`src/rtl/karaoke_pkg.sv`:
```
// Shared definitions for the karaoke scoring blocks: grade codes, scorer FSM
// states and default frequency settings.
package karaoke_pkg;

    typedef enum logic [1:0] {
        GRADE_MISS    = 2'd0,
        GRADE_GOOD    = 2'd1,
        GRADE_PERFECT = 2'd2,
        GRADE_REST    = 2'd3
    } grade_e;

    typedef enum logic [1:0] {
        S_IDLE  = 2'd0,
        S_WAIT  = 2'd1,
        S_CLASS = 2'd2,
        S_ACCUM = 2'd3
    } state_e;

    localparam int FREQ_WIDTH_DEF = 16;
    localparam int MIN_FREQ_DEF   = 50;

endpackage

```
`src/rtl/pitch_classifier.sv`:
```
// Combinational pitch grader: absolute frequency error against shift-derived
// tolerance bands, with rest and silence detection.
module pitch_classifier
    import karaoke_pkg::*;
#(
    parameter int FREQ_WIDTH    = FREQ_WIDTH_DEF,
    parameter int PERFECT_SHIFT = 5,
    parameter int GOOD_SHIFT    = 3,
    parameter int MIN_FREQ      = MIN_FREQ_DEF
) (
    input  logic [FREQ_WIDTH-1:0] i_mic,
    input  logic [FREQ_WIDTH-1:0] i_target,
    output logic [1:0]            o_grade
);

    localparam logic [FREQ_WIDTH-1:0] MIN_F = FREQ_WIDTH'(MIN_FREQ);

    logic [FREQ_WIDTH:0] w_diff;
    logic [FREQ_WIDTH:0] w_tol_perfect;
    logic [FREQ_WIDTH:0] w_tol_good;

    assign w_diff = (i_mic >= i_target) ? ({1'b0, i_mic} - {1'b0, i_target})
                                        : ({1'b0, i_target} - {1'b0, i_mic});
    assign w_tol_perfect = {1'b0, i_target >> PERFECT_SHIFT};
    assign w_tol_good    = {1'b0, i_target >> GOOD_SHIFT};

    always_comb begin
        o_grade = GRADE_MISS;
        if (i_target == '0) begin
            o_grade = GRADE_REST;
        end else if (i_mic < MIN_F) begin
            o_grade = GRADE_MISS;
        end else if (w_diff <= w_tol_perfect) begin
            o_grade = GRADE_PERFECT;
        end else if (w_diff <= w_tol_good) begin
            o_grade = GRADE_GOOD;
        end
    end

endmodule

```
`src/rtl/pitch_scorer.sv`:
```
// Game scorer: latches each mic sample, grades it against the target note and
// accumulates a saturating score with a streak bonus.
module pitch_scorer
    import karaoke_pkg::*;
#(
    parameter int FREQ_WIDTH       = FREQ_WIDTH_DEF,
    parameter int SCORE_WIDTH      = 16,
    parameter int PERFECT_SHIFT    = 5,
    parameter int GOOD_SHIFT       = 3,
    parameter int PERFECT_POINTS   = 10,
    parameter int GOOD_POINTS      = 4,
    parameter int STREAK_BONUS_LEN = 4,
    parameter int MIN_FREQ         = MIN_FREQ_DEF
) (
    input  logic                   clk,
    input  logic                   reset,
    input  logic                   start,
    input  logic                   stop,
    input  logic [FREQ_WIDTH-1:0]  mic_freq,
    input  logic                   mic_valid,
    input  logic [FREQ_WIDTH-1:0]  target_freq,
    output logic [SCORE_WIDTH-1:0] score,
    output logic [7:0]             streak,
    output logic [1:0]             grade,
    output logic                   grade_valid,
    output logic                   active,
    output logic                   overrun
);

    localparam logic [SCORE_WIDTH:0] PERF_PTS  = (SCORE_WIDTH+1)'(PERFECT_POINTS);
    localparam logic [SCORE_WIDTH:0] GOOD_PTS  = (SCORE_WIDTH+1)'(GOOD_POINTS);
    localparam logic [7:0]           BONUS_LEN = 8'(STREAK_BONUS_LEN);

    state_e                 r_state;
    logic [FREQ_WIDTH-1:0]  r_mic;
    logic [FREQ_WIDTH-1:0]  r_target;
    logic [1:0]             r_class;
    logic [SCORE_WIDTH-1:0] r_score;
    logic [7:0]             r_streak;
    logic [1:0]             r_grade;
    logic                   r_grade_valid;
    logic                   r_active;
    logic                   r_overrun;

    logic [1:0]             w_class;
    logic                   w_hit;
    logic [SCORE_WIDTH:0]   w_base;
    logic [SCORE_WIDTH:0]   w_points;
    logic [SCORE_WIDTH:0]   w_sum;
    logic [SCORE_WIDTH-1:0] w_score_next;

    pitch_classifier #(
        .FREQ_WIDTH   (FREQ_WIDTH),
        .PERFECT_SHIFT(PERFECT_SHIFT),
        .GOOD_SHIFT   (GOOD_SHIFT),
        .MIN_FREQ     (MIN_FREQ)
    ) u_classifier (
        .i_mic   (r_mic),
        .i_target(r_target),
        .o_grade (w_class)
    );

    // Bonus is judged on the streak before this sample is counted.
    assign w_hit    = (r_class == GRADE_PERFECT) || (r_class == GRADE_GOOD);
    assign w_base   = (r_class == GRADE_PERFECT) ? PERF_PTS :
                      (r_class == GRADE_GOOD)    ? GOOD_PTS : '0;
    assign w_points = (r_streak >= BONUS_LEN) ? (w_base << 1) : w_base;
    assign w_sum    = {1'b0, r_score} + w_points;
    assign w_score_next = w_sum[SCORE_WIDTH] ? '1 : w_sum[SCORE_WIDTH-1:0];

    always_ff @(posedge clk or posedge reset) begin
        if (reset) begin
            r_state       <= S_IDLE;
            r_mic         <= '0;
            r_target      <= '0;
            r_class       <= '0;
            r_score       <= '0;
            r_streak      <= '0;
            r_grade       <= '0;
            r_grade_valid <= 1'b0;
            r_active      <= 1'b0;
            r_overrun     <= 1'b0;
        end else begin
            r_grade_valid <= 1'b0;
            if (start) begin
                r_state   <= S_WAIT;
                r_active  <= 1'b1;
                r_score   <= '0;
                r_streak  <= '0;
                r_grade   <= '0;
                r_overrun <= 1'b0;
            end else if (stop) begin
                r_state  <= S_IDLE;
                r_active <= 1'b0;
            end else begin
                case (r_state)
                    S_IDLE: begin
                        r_active <= 1'b0;
                    end
                    S_WAIT: begin
                        if (mic_valid) begin
                            r_mic    <= mic_freq;
                            r_target <= target_freq;
                            r_state  <= S_CLASS;
                        end
                    end
                    S_CLASS: begin
                        r_class <= w_class;
                        r_state <= S_ACCUM;
                        if (mic_valid) r_overrun <= 1'b1;
                    end
                    S_ACCUM: begin
                        r_score       <= w_score_next;
                        r_grade       <= r_class;
                        r_grade_valid <= 1'b1;
                        r_state       <= S_WAIT;
                        if (mic_valid) r_overrun <= 1'b1;
                        if (w_hit) begin
                            if (r_streak != 8'hFF) r_streak <= r_streak + 8'd1;
                        end else if (r_class == GRADE_MISS) begin
                            r_streak <= '0;
                        end
                    end
                    default: begin
                        r_state <= S_IDLE;
                    end
                endcase
            end
        end
    end

    assign score       = r_score;
    assign streak      = r_streak;
    assign grade       = r_grade;
    assign grade_valid = r_grade_valid;
    assign active      = r_active;
    assign overrun     = r_overrun;

endmodule

```
`config.mk`:
```
export PLATFORM = sky130hd
export DESIGN_NAME = pitch_scorer
export DESIGN_NICKNAME = d
export VERILOG_FILES = /design/src/rtl/karaoke_pkg.sv /design/src/rtl/pitch_classifier.sv /design/src/rtl/pitch_scorer.sv
export SDC_FILE = /design/constraint.sdc
export NUM_CORES = 1
export LEC_CHECK = 0
export BUFFER_PORTS_ARGS = -buffer_cell sky130_fd_sc_hd__buf_2
export CAP_MARGIN = 20
export CORE_MARGIN = 4
export CORE_UTILIZATION = 46
export CTS_CLUSTER_DIAMETER = 80
export CTS_CLUSTER_SIZE = 25
export DETAILED_ROUTE_END_ITERATION = 10
export PLACE_DENSITY = 0.7
export SYNTH_ARGS = -nofsm -noshare
export SYNTH_HDL_FRONTEND = slang
export SYNTH_SLANG_ARGS = --single-unit
```
`constraint.sdc`:
```
create_clock -name clk -period 4.4 [get_ports clk]
set_clock_uncertainty 0.2 [all_clocks]
set_input_delay 0.66 -clock clk [delete_from_list [all_inputs] [get_ports clk]]
set_output_delay 0.66 -clock clk [all_outputs]
set_load 0.1 [all_outputs]
```
==> results of run 1 <==
-- area by class of cell --
cell class,count,area (sq um)
Clock inverter,3,40.0
Inverter,52,195
Clock buffer,13,250
Sequential cell,65,1630
Fill cell,1018,5000
Multi-Input combinational cell,470,3640
Timing Repair Buffer,105,626
Tap cell,143,179
-- final timing paths --
kind                       startpoint  cells past startpoint      endpoint
setup / recovery             r_mic[3]                     19    r_class[0]
hold / removal                overrun                      2       overrun
setup reg to reg             r_mic[3]                     19    r_class[0]
hold reg to reg               overrun                      2       overrun
max in group asynchronous       reset                      3  r_target[11]
min in group asynchronous       reset                      2     streak[3]
-- timing repair --
action,in CTS,in global routing
endpoints found under the setup margin,0,2
setup buffers,0,8
gates resized for setup,0,24
hold buffers,0,0
-- Yosys cell counts, types with 3 or more instances --
library cell   n  area [sq um]
clkbuf_1       9          33.8
nand2b_1       7          43.8
nand3_1       16          80.1
buf_1          4          15.0
ha_1          65           813
a21o_1        18           135
a21oi_1       39           195
mux2i_1        7          70.1
a31oi_1        7          43.8
xor2_1         8          70.1
o21ai_0       44           220
nand2_1       38           143
nor2b_1       11          68.8
nor4_1         8          50.1
nor2_1        47           176
a211oi_1       4          30.0
buf_6          5          56.3
xnor2_1       12           105
fa_1           3          60.1
and3_1         8          50.1
or2_2          3          18.8
mux2_2        32           360
inv_1         52           195
dfrtp_1       65          1630
o31ai_1        6          45.0
nand4_1       16           100
o21bai_1       6          45.0
nor3_1        11          55.1
and2_1         3          18.8
buf_2          9          45.0
-- registers in the layout (all words and copies together) (netlist names) --
register and flops:
r_mic 16, r_target 16, score 16, streak 8, grade 2, r_class 2
r_state 2, active 1, grade_valid 1, overrun 1
-- worst max-delay path: cells and delay by family, from the launching register on --
| kind | cells | cell delay, ns |
|---|---|---|
| compound gates | 8 | 1.29 |
| fa+ha+maj | 2 | 0.59 |
| xor+xnor | 1 | 0.23 |
| buf+inv | 1 | 0.06 |
| simple gates | 6 | 1.22 |
| mux | 1 | 0.20 |
| flops | 1 | 0.39 |
-- cell families after synthesis --
family,synth area share (%)
buffers and inverters,6.44
DFF,29.7
and+or+nand+nor,17.3
adders and majority gates,15.9
AOI/OAI and AO/OA,19.3
xor gates and xnor gates,3.49
muxes,7.85
-- through the flow --
stage               cells  power (W)  TNS (ns)  hold WS [ns]
floorplan             615    0.00266         0         0.309
global placement      827    0.00331         0         0.280
detailed placement    827    0.00337         0         0.283
CTS                   843    0.00410         0         0.297
global route          851    0.00463   -0.0292         0.348
finish                851    0.00431         0         0.299
-- where the power goes --
group	leakage, nW	total [W]	internal, W	switching, W
registers	0.831	0.000794	0.000686	0.000108
logic	2.20	0.00281	0.00124	0.00157
clock network	0.144	0.000703	0.000452	0.000251
-- layer usage --
metal	GRT usage, %	vias up
met1	30.3	2349
met5	0	-
met3	4.58	27
met2	35.2	155
li1	-	2376
met4	9.94	0
-- cell usage in the layout, fill, tap and decap left out, types with 3 or more instances in the layout --
cell type  count
inv_1         51
o31ai_1        5
nor2b_1       11
dfrtp_1       61
o21bai_1       6
ha_1          54
nor4_1         8
dfrtp_2        4
a211oi_1       4
nand3_1       16
a21o_1        18
buf_2         65
and3_1         8
a31oi_1        7
a21oi_1       39
mux2i_1        5
or2_2          3
clkbuf_16      9
nand4_1       16
clkbuf_1       3
o21ai_0       43
fa_1           3
nand2_1       38
mux2_2        32
nand2b_1       7
nor2_1        47
ha_2           3
xnor2_1       12
xor2_1         8
and2_1         3
ha_4           8
buf_4         40
nor3_1        11
==> flow_metrics.tcl, run 1 <==
set metrics [dict create \
    antenna_found_initial 0 \
    p_leak_nw 3.17 \
    nets 808 \
    maxSlewViolCount 0 \
    peakVddDrop_uv 353 \
    grt_max_degree 45 \
    path_class "register to register" \
    end_kind "register" \
    syn_area_per_cell_sq_um 8.91 \
    post-route-period-util_pct 96.5 \
    wl_um 15200 \
    grt_pass1_vias 4761 \
    cts_root_buffer "clkbuf_16" \
    gr-usage-all-layers_pct 22.6 \
    rrSetupSlack_ns 0.15 \
    diodes 0 \
    fin_ws_ns 0.153 \
    utilization_pct 56.7 \
    ys_seq_area_share_pct 29.7 \
    rows 39 \
    area_growth_syn_to_layout_pct 19.7 \
    stdcell_area_sq_um 6560 \
    grt-ovfl-total 0 \
    syn_nets 720 \
    cts_max_path_buffers 2 \
    antenna_left 0 \
    synth.distinct_cells 71 \
    dp_hpwl_um 11900 \
    grt_pass1_wl_um 24000 \
    syn_inst 615 \
    final-setup-viol-count 0 \
    ioPinCount 66 \
    gp_congestion 0.956 \
    fin_crit_ns 4.25 \
    startpoint_type "register" \
    dr_wl_met2_um 6890 \
    met3WireLength_um 815 \
    max_freq_mhz 235 \
    tritoncts "built" \
    pre_cts_slack_ns 0.0993 \
    synth_ff_type "dfrtp_1" \
    status "complete, no violations" \
    top_layer "met4" \
    slew_headroom_pct 39.0 \
    ys_ff_latch 65 \
    hold_violations 0 \
    cts_buffers 9 \
    async_reset_ff_share_pct 100 \
    critPathSlowestCell "or4_1" \
    fp.dieH_um 117 \
    clkSinkCount 65 \
    arrival_ns 4.32 \
    netlist_area_sq_um 5480 \
    dr.pass1.iters 5 \
    maxCapViolations 0 \
    coreArea_sq_um 11600 \
    htree_levels 3 \
    fp.dieW_um 117 \
    hold_class "register to register" \
    initial_utilization_pct 47.4 \
    die_area_sq_um 13700 \
    vias_per_cell 5.77 \
    io_buffers 65 \
    clock_latency_ns 0.34 \
    drt_iter0_markers 354 \
    yosys_warnings 0 \
    clkTransAtPathRegs_ns 0.05 \
    m1WireLength_um 7050 \
    worst_pin_slew_ns 0.914 \
    slowest_delay_ns 0.54 \
    crit_chain "inv_1 > ha_1 > nand4_1 > or4_1 > o211a_2 > and3_4 > mux2i_4 > o22ai_1 > xor2_1 > ha_1 > nand4_1 > nor3_1 > nor2_1 > o211ai_1 > a221o_1 > a21oi_1 > a41oi_1 > o21bai_1 > o221a_2" \
    num_vias 4907 \
    power.density_nw_per_um2 656 \
    synth_edf_count 0 \
    critPathMaxFanout 6 \
    required_ns 4.48 \
    drive_above_1_share_pct 26.4 \
    drc 0 \
    dpl_cell_area_sq_um 6070 \
    wire_per_inst_um 17.8 \
]
(Power assumes the default switching activity.)
==> inputs of run 2 (changes only) <==
--- a/config.mk
+++ b/config.mk
@@ -9,6 +9,7 @@
 export CAP_MARGIN = 20
 export CORE_MARGIN = 4
 export CORE_UTILIZATION = 46
+export CTS_BUF_LIST = sky130_fd_sc_hd__clkbuf_8 sky130_fd_sc_hd__clkbuf_16
 export CTS_CLUSTER_DIAMETER = 80
 export CTS_CLUSTER_SIZE = 25
 export DETAILED_ROUTE_END_ITERATION = 10
==> run 2 against run 1 <==
  * Sequential share of layout area did not move
  * Critical path depth is the same
  * Fmax shrank 0.41%
  * Final area is the same
  * Largest power group unchanged
  * Register-to-register slack worse by 0.02 ns
  * First-iteration DRC count increased by 0.85%
  * Largest cell class unchanged
  * Routed wire length increased by 0.16%
==> flow_metrics.tcl, run 2 (synthesis results as in run 1) <==
set metrics [dict create \
    num_vias 4927 \
    area_growth_syn_to_layout_pct 19.7 \
    nets 808 \
    tritoncts "built" \
    max_freq_mhz 234 \
    wl_um 15200 \
    path_class "register to register" \
    layout_common_cells "65 x buf_2, 61 x dfrtp_1, 54 x inv_1, 54 x ha_1, 47 x nor2_1" \
    fillers 1018 \
    wire_per_inst_um 17.8 \
    post-route-period-util_pct 96.9 \
    cts_buffers 9 \
    drc 0 \
    maxSlewViolCount 0 \
    stdcell_area_sq_um 6560 \
    worst_pin_slew_ns 0.913 \
    setup-tns-final_ns 0 \
    antenna_left 0 \
    gr-usage-all-layers_pct 22.6 \
    drive_above_1_share_pct 26.4 \
    mostFrequentLayoutCell "buf_2" \
    fin_ws_ns 0.135 \
    dp_hpwl_um 11900 \
    slowest_delay_ns 0.54 \
    die_area_sq_um 13700 \
    critPathSlowestCell "or4_1" \
    grt_pass1_wl_um 24000 \
    diodes 0 \
    ioPinCount 66 \
    rows 39 \
    grt-ovfl-total 0 \
    io_buffers 65 \
    maxCapViolations 0 \
    dpl_cell_area_sq_um 6070 \
    initial_utilization_pct 47.4 \
    cts_root_buffer "clkbuf_16" \
    antenna_found_initial 0 \
    p_leak_nw 3.19 \
    dr.pass1.iters 5 \
    grt_pass1_vias 4761 \
    drt_iter0_markers 357 \
    gp_congestion 0.956 \
    fin_crit_ns 4.27 \
    clkTransAtPathRegs_ns 0.05 \
    status "complete, no violations" \
    htree_levels 3 \
    final-setup-viol-count 0 \
    peakVddDrop_uv 352 \
    slew_headroom_pct 39.0 \
    clock_latency_ns 0.34 \
    critPathMaxFanout 6 \
    startpoint_type "register" \
    hold_violations 0 \
    crit_chain "inv_1 > ha_1 > nand4_1 > or4_1 > o211a_2 > and3_4 > mux2i_4 > o22ai_1 > xor2_1 > ha_1 > nand4_1 > nor3_1 > nor2_1 > o211ai_1 > a221o_1 > a21oi_1 > a41oi_1 > o21bai_1 > o221a_2" \
    power.density_nw_per_um2 655 \
    required_ns 4.48 \
    cts_max_path_buffers 2 \
    coreArea_sq_um 11600 \
    grt_max_degree 45 \
    fp.dieH_um 117 \
    fp.dieW_um 117 \
    clkSinkCount 65 \
    hold_class "register to register" \
    cts.hold.buffers_added 0 \
    pre_cts_slack_ns 0.0993 \
    vias_per_cell 5.79 \
    end_kind "register" \
    arrival_ns 4.34 \
]
==> run 2: cell types whose count changed in the layout (fill, tap and decap cells not counted), sizes merged <==
cell,change
clkbuf,-3
inv,+3
==> run 2: worst paths after layout <==
path | startpoint | endpoint | slack, ns | cells past startpoint
max | r_mic[3] | r_class[0] | 0.13 | 19
min | overrun | overrun | 0.30 | 2
max reg2reg | r_mic[3] | r_class[0] | 0.13 | 19
min reg2reg | overrun | overrun | 0.30 | 2
max in group asynchronous | reset | r_target[11] | 2.82 | 3
min in group asynchronous | reset | streak[3] | 0.32 | 2
==> run 2: final cells by class <==
| cell class | count | area, sq um | share of cell area (%) |
|---|---|---|---|
| clock inverters | 6 | 51.3 | 0.782 |
| repair buffers | 105 | 626 | 9.53 |
| clock buffers | 10 | 239 | 3.64 |
| multi-input cells | 470 | 3640 | 55.5 |
| inverters | 52 | 195 | 2.97 |
| well taps | 143 | 179 | 2.73 |
| flip-flops and latches | 65 | 1630 | 24.9 |
==> run 2: worst max-delay path, delay by kind of cell (launching register included) <==
| family | cells | cell delay (ns) |
|---|---|---|
| adders and majority gates | 2 | 0.59 |
| xor gates and xnor gates | 1 | 0.24 |
| muxes | 1 | 0.20 |
| AOI/OAI and AO/OA | 8 | 1.29 |
| DFF | 1 | 0.39 |
| and+or+nand+nor | 6 | 1.23 |
| buffers and inverters | 1 | 0.06 |
==> run 2: what timing repair did <==
action                                  4_1_cts  5_1_grt
setup buffers                                 0        8
gates resized for setup                       0       24
endpoints found under the setup margin        0        2
==> run 2: layer usage <==
| layer | part of all wire [%] | track usage [%] | vias up |
|---|---|---|---|
| met3 | 5.4 | 4.58 | 28 |
| li1 | - | - | 2377 |
| met5 | 0 | 0 | - |
| met4 | 2.7 | 9.94 | 0 |
| met1 | 47 | 30.3 | 2364 |
| met2 | 45 | 35.2 | 158 |
==> run 2: power breakdown <==
part / total, W / internal (W) / switching [W]
logic: 0.00281 / 0.00124 / 0.00157
clock network: 0.000697 / 0.000445 / 0.000252
registers: 0.000794 / 0.000686 / 0.000108
total: 0.00430 / 0.00237 / 0.00193
==> run 2: metrics by stage <==
| stage | instances | power, W | hold slack, ns | utilization (%) |
|---|---|---|---|---|
| global route | 851 | 0.00463 | 0.348 | 56.7 |
| detailed placement | 827 | 0.00337 | 0.283 | 52.5 |
| finish | 851 | 0.00430 | 0.299 | 56.7 |
| CTS | 843 | 0.00410 | 0.297 | 55.0 |
| global placement | 827 | 0.00331 | 0.280 | 52.5 |
| floorplan | 615 | 0.00266 | 0.309 | - |
==> inputs of run 3 (changes only) <==
==> constraint.sdc (replaced) <==
create_clock -name clk -period 4.4 [get_ports clk]
set_clock_uncertainty 0.2 [all_clocks]
set_input_delay 0.22 -clock clk [delete_from_list [all_inputs] [get_ports clk]]
set_output_delay 0.22 -clock clk [all_outputs]
set_load 0.1 [all_outputs]
==> run 3 against run 2 <==
  * Sequential share of layout area is 0.90 points lower
  * Critical endpoint unchanged
  * Final area is 3.7% higher
  * Clock power is 8.5% lower
  * Hold slack worse by 0.18 ns
==> flow_metrics.tcl, run 3 (synthesis results as in run 1) <==
set metrics [dict create \
    antenna_found_initial 0 \
    grt_max_degree 34 \
    drt_iter0_markers 405 \
    grt_pass1_vias 4949 \
    fp.dieW_um 117 \
    peakVddDrop_uv 417 \
    grt_pass1_wl_um 25100 \
    fp.dieH_um 117 \
    slew_headroom_pct 35.0 \
    fillers 999 \
    htree_levels 3 \
    ioPinCount 66 \
    critPathMaxFanout 7 \
    hold_class "input port to register" \
    required_ns 4.48 \
    antenna_left 0 \
    initial_utilization_pct 47.4 \
    max_freq_mhz 237 \
    io_buffers 65 \
    worst_pin_slew_ns 0.963 \
    drc 0 \
    hold_violations 0 \
    wl_um 15500 \
    nets 838 \
    grt-ovfl-total 0 \
    wire_per_inst_um 17.6 \
    gr-usage-all-layers_pct 23.5 \
    drive_above_1_share_pct 24.0 \
    end_kind "register" \
    maxSlewViolCount 0 \
    power.density_nw_per_um2 615 \
    p_leak_nw 3.30 \
    mostFrequentLayoutCell "buf_2" \
    startpoint_type "register" \
    tritoncts "built" \
    diodes 0 \
    path_class "register to register" \
    clkTransAtPathRegs_ns 0.05 \
    die_area_sq_um 13700 \
    cts_buffers 9 \
    post-route-period-util_pct 96.0 \
    dr.pass1.iters 5 \
    layout_common_cells "65 x buf_2, 62 x dfrtp_1, 58 x ha_1" \
    gp_congestion 1.04 \
    status "complete, no violations" \
    arrival_ns 4.30 \
    final-setup-viol-count 0 \
    coreArea_sq_um 11600 \
    cts_root_buffer "clkbuf_16" \
    cts_max_path_buffers 2 \
    clkSinkCount 65 \
    vias_per_cell 5.74 \
    finalNonFillerCells 879 \
    num_vias 5048 \
    dp_cells 828 \
    rows 39 \
    maxCapViolations 0 \
    fin_crit_ns 4.22 \
    dp_hpwl_um 12000 \
    p_total_w 0.00418 \
    clock_latency_ns 0.34 \
    area_growth_syn_to_layout_pct 24.1 \
]
run 3: changes by cell type in the layout (fill, tap and decap cells not counted), sizes merged:
cell	change
buf	-5
bufinv	-1
clkbuf	+1
clkinv	-2
dlygate4sd3	+35
run 3: layout make-up:
type                    count  area [sq um]  area share [%]
clock buffers              11           253            3.72
clock inverters             3          11.3           0.166
inverters                  52           195            2.87
multi-input cells         470          3590            52.9
flip-flops and latches     65          1630            24.0
well taps                 143           179            2.63
repair buffers            135           938            13.8
run 3: worst max-delay path, stage by stage, from the launching register on:
cell      delay, ns
dfrtp_1        0.42
inv_1          0.07
ha_1           0.36
nand4_1        0.15
or4_1          0.48
o211a_2        0.18
and3_4         0.21
mux2i_4        0.20
o22ai_2        0.15
xor2_1         0.22
ha_1           0.28
nor2b_1        0.13
o21ai_0        0.17
o211ai_1       0.12
a221o_1        0.30
a21oi_1        0.16
a41oi_1        0.06
o21bai_1       0.13
o221a_2        0.18
run 3: repair_timing:
| action | in CTS | in global routing |
|---|---|---|
| setup buffers | 0 | 2 |
| hold buffers | 35 | 0 |
| hold endpoints to repair | 67 | 0 |
| setup endpoints to repair | 0 | 2 |
| resized for setup | 0 | 20 |
run 3: path summary, 6_finish.rpt:
kind / from / cells past startpoint / slack, ns / end
max: r_mic[11] / 18 / 0.18 / r_class[0]
min: start / 2 / 0.12 / score[15]
max reg2reg: r_mic[11] / 18 / 0.18 / r_class[0]
min reg2reg: overrun / 2 / 0.30 / overrun
max in group asynchronous: reset / 4 / 2.73 / score[10]
min in group asynchronous: reset / 3 / 0.37 / r_target[10]
run 3: metal layers:
| metal | track usage [%] | vias up | part of all wire (%) |
|---|---|---|---|
| li1 | - | 2439 | - |
| met4 | 7.80 | 0 | 1.5 |
| met3 | 3.70 | 15 | 4.4 |
| met1 | 32.2 | 2458 | 47 |
| met2 | 38.0 | 136 | 47 |
| met5 | 0 | - | 0 |
run 3: per-stage QoR:
step	cell area, sq um	setup slack, ns	TNS, ns	hold slack, ns	utilization (%)
after detailed placement	6080	0.121	0	0.190	52.5
final	6800	0.176	0	0.120	58.8
after global routing	6800	-0.0136	-0.0136	0.139	58.8
after floorplan	5480	0.310	0	0.117	-
after global placement	6080	0.231	0	0.172	52.5
after CTS	6690	0.0894	0	0.107	57.8
run 3: report_power, final:
group	internal, W	leakage, nW	total (W)	switching [W]
sequential	0.000686	0.832	0.000783	0.0000976
clock	0.000398	0.141	0.000638	0.000239
combinational	0.00121	2.33	0.00276	0.00156
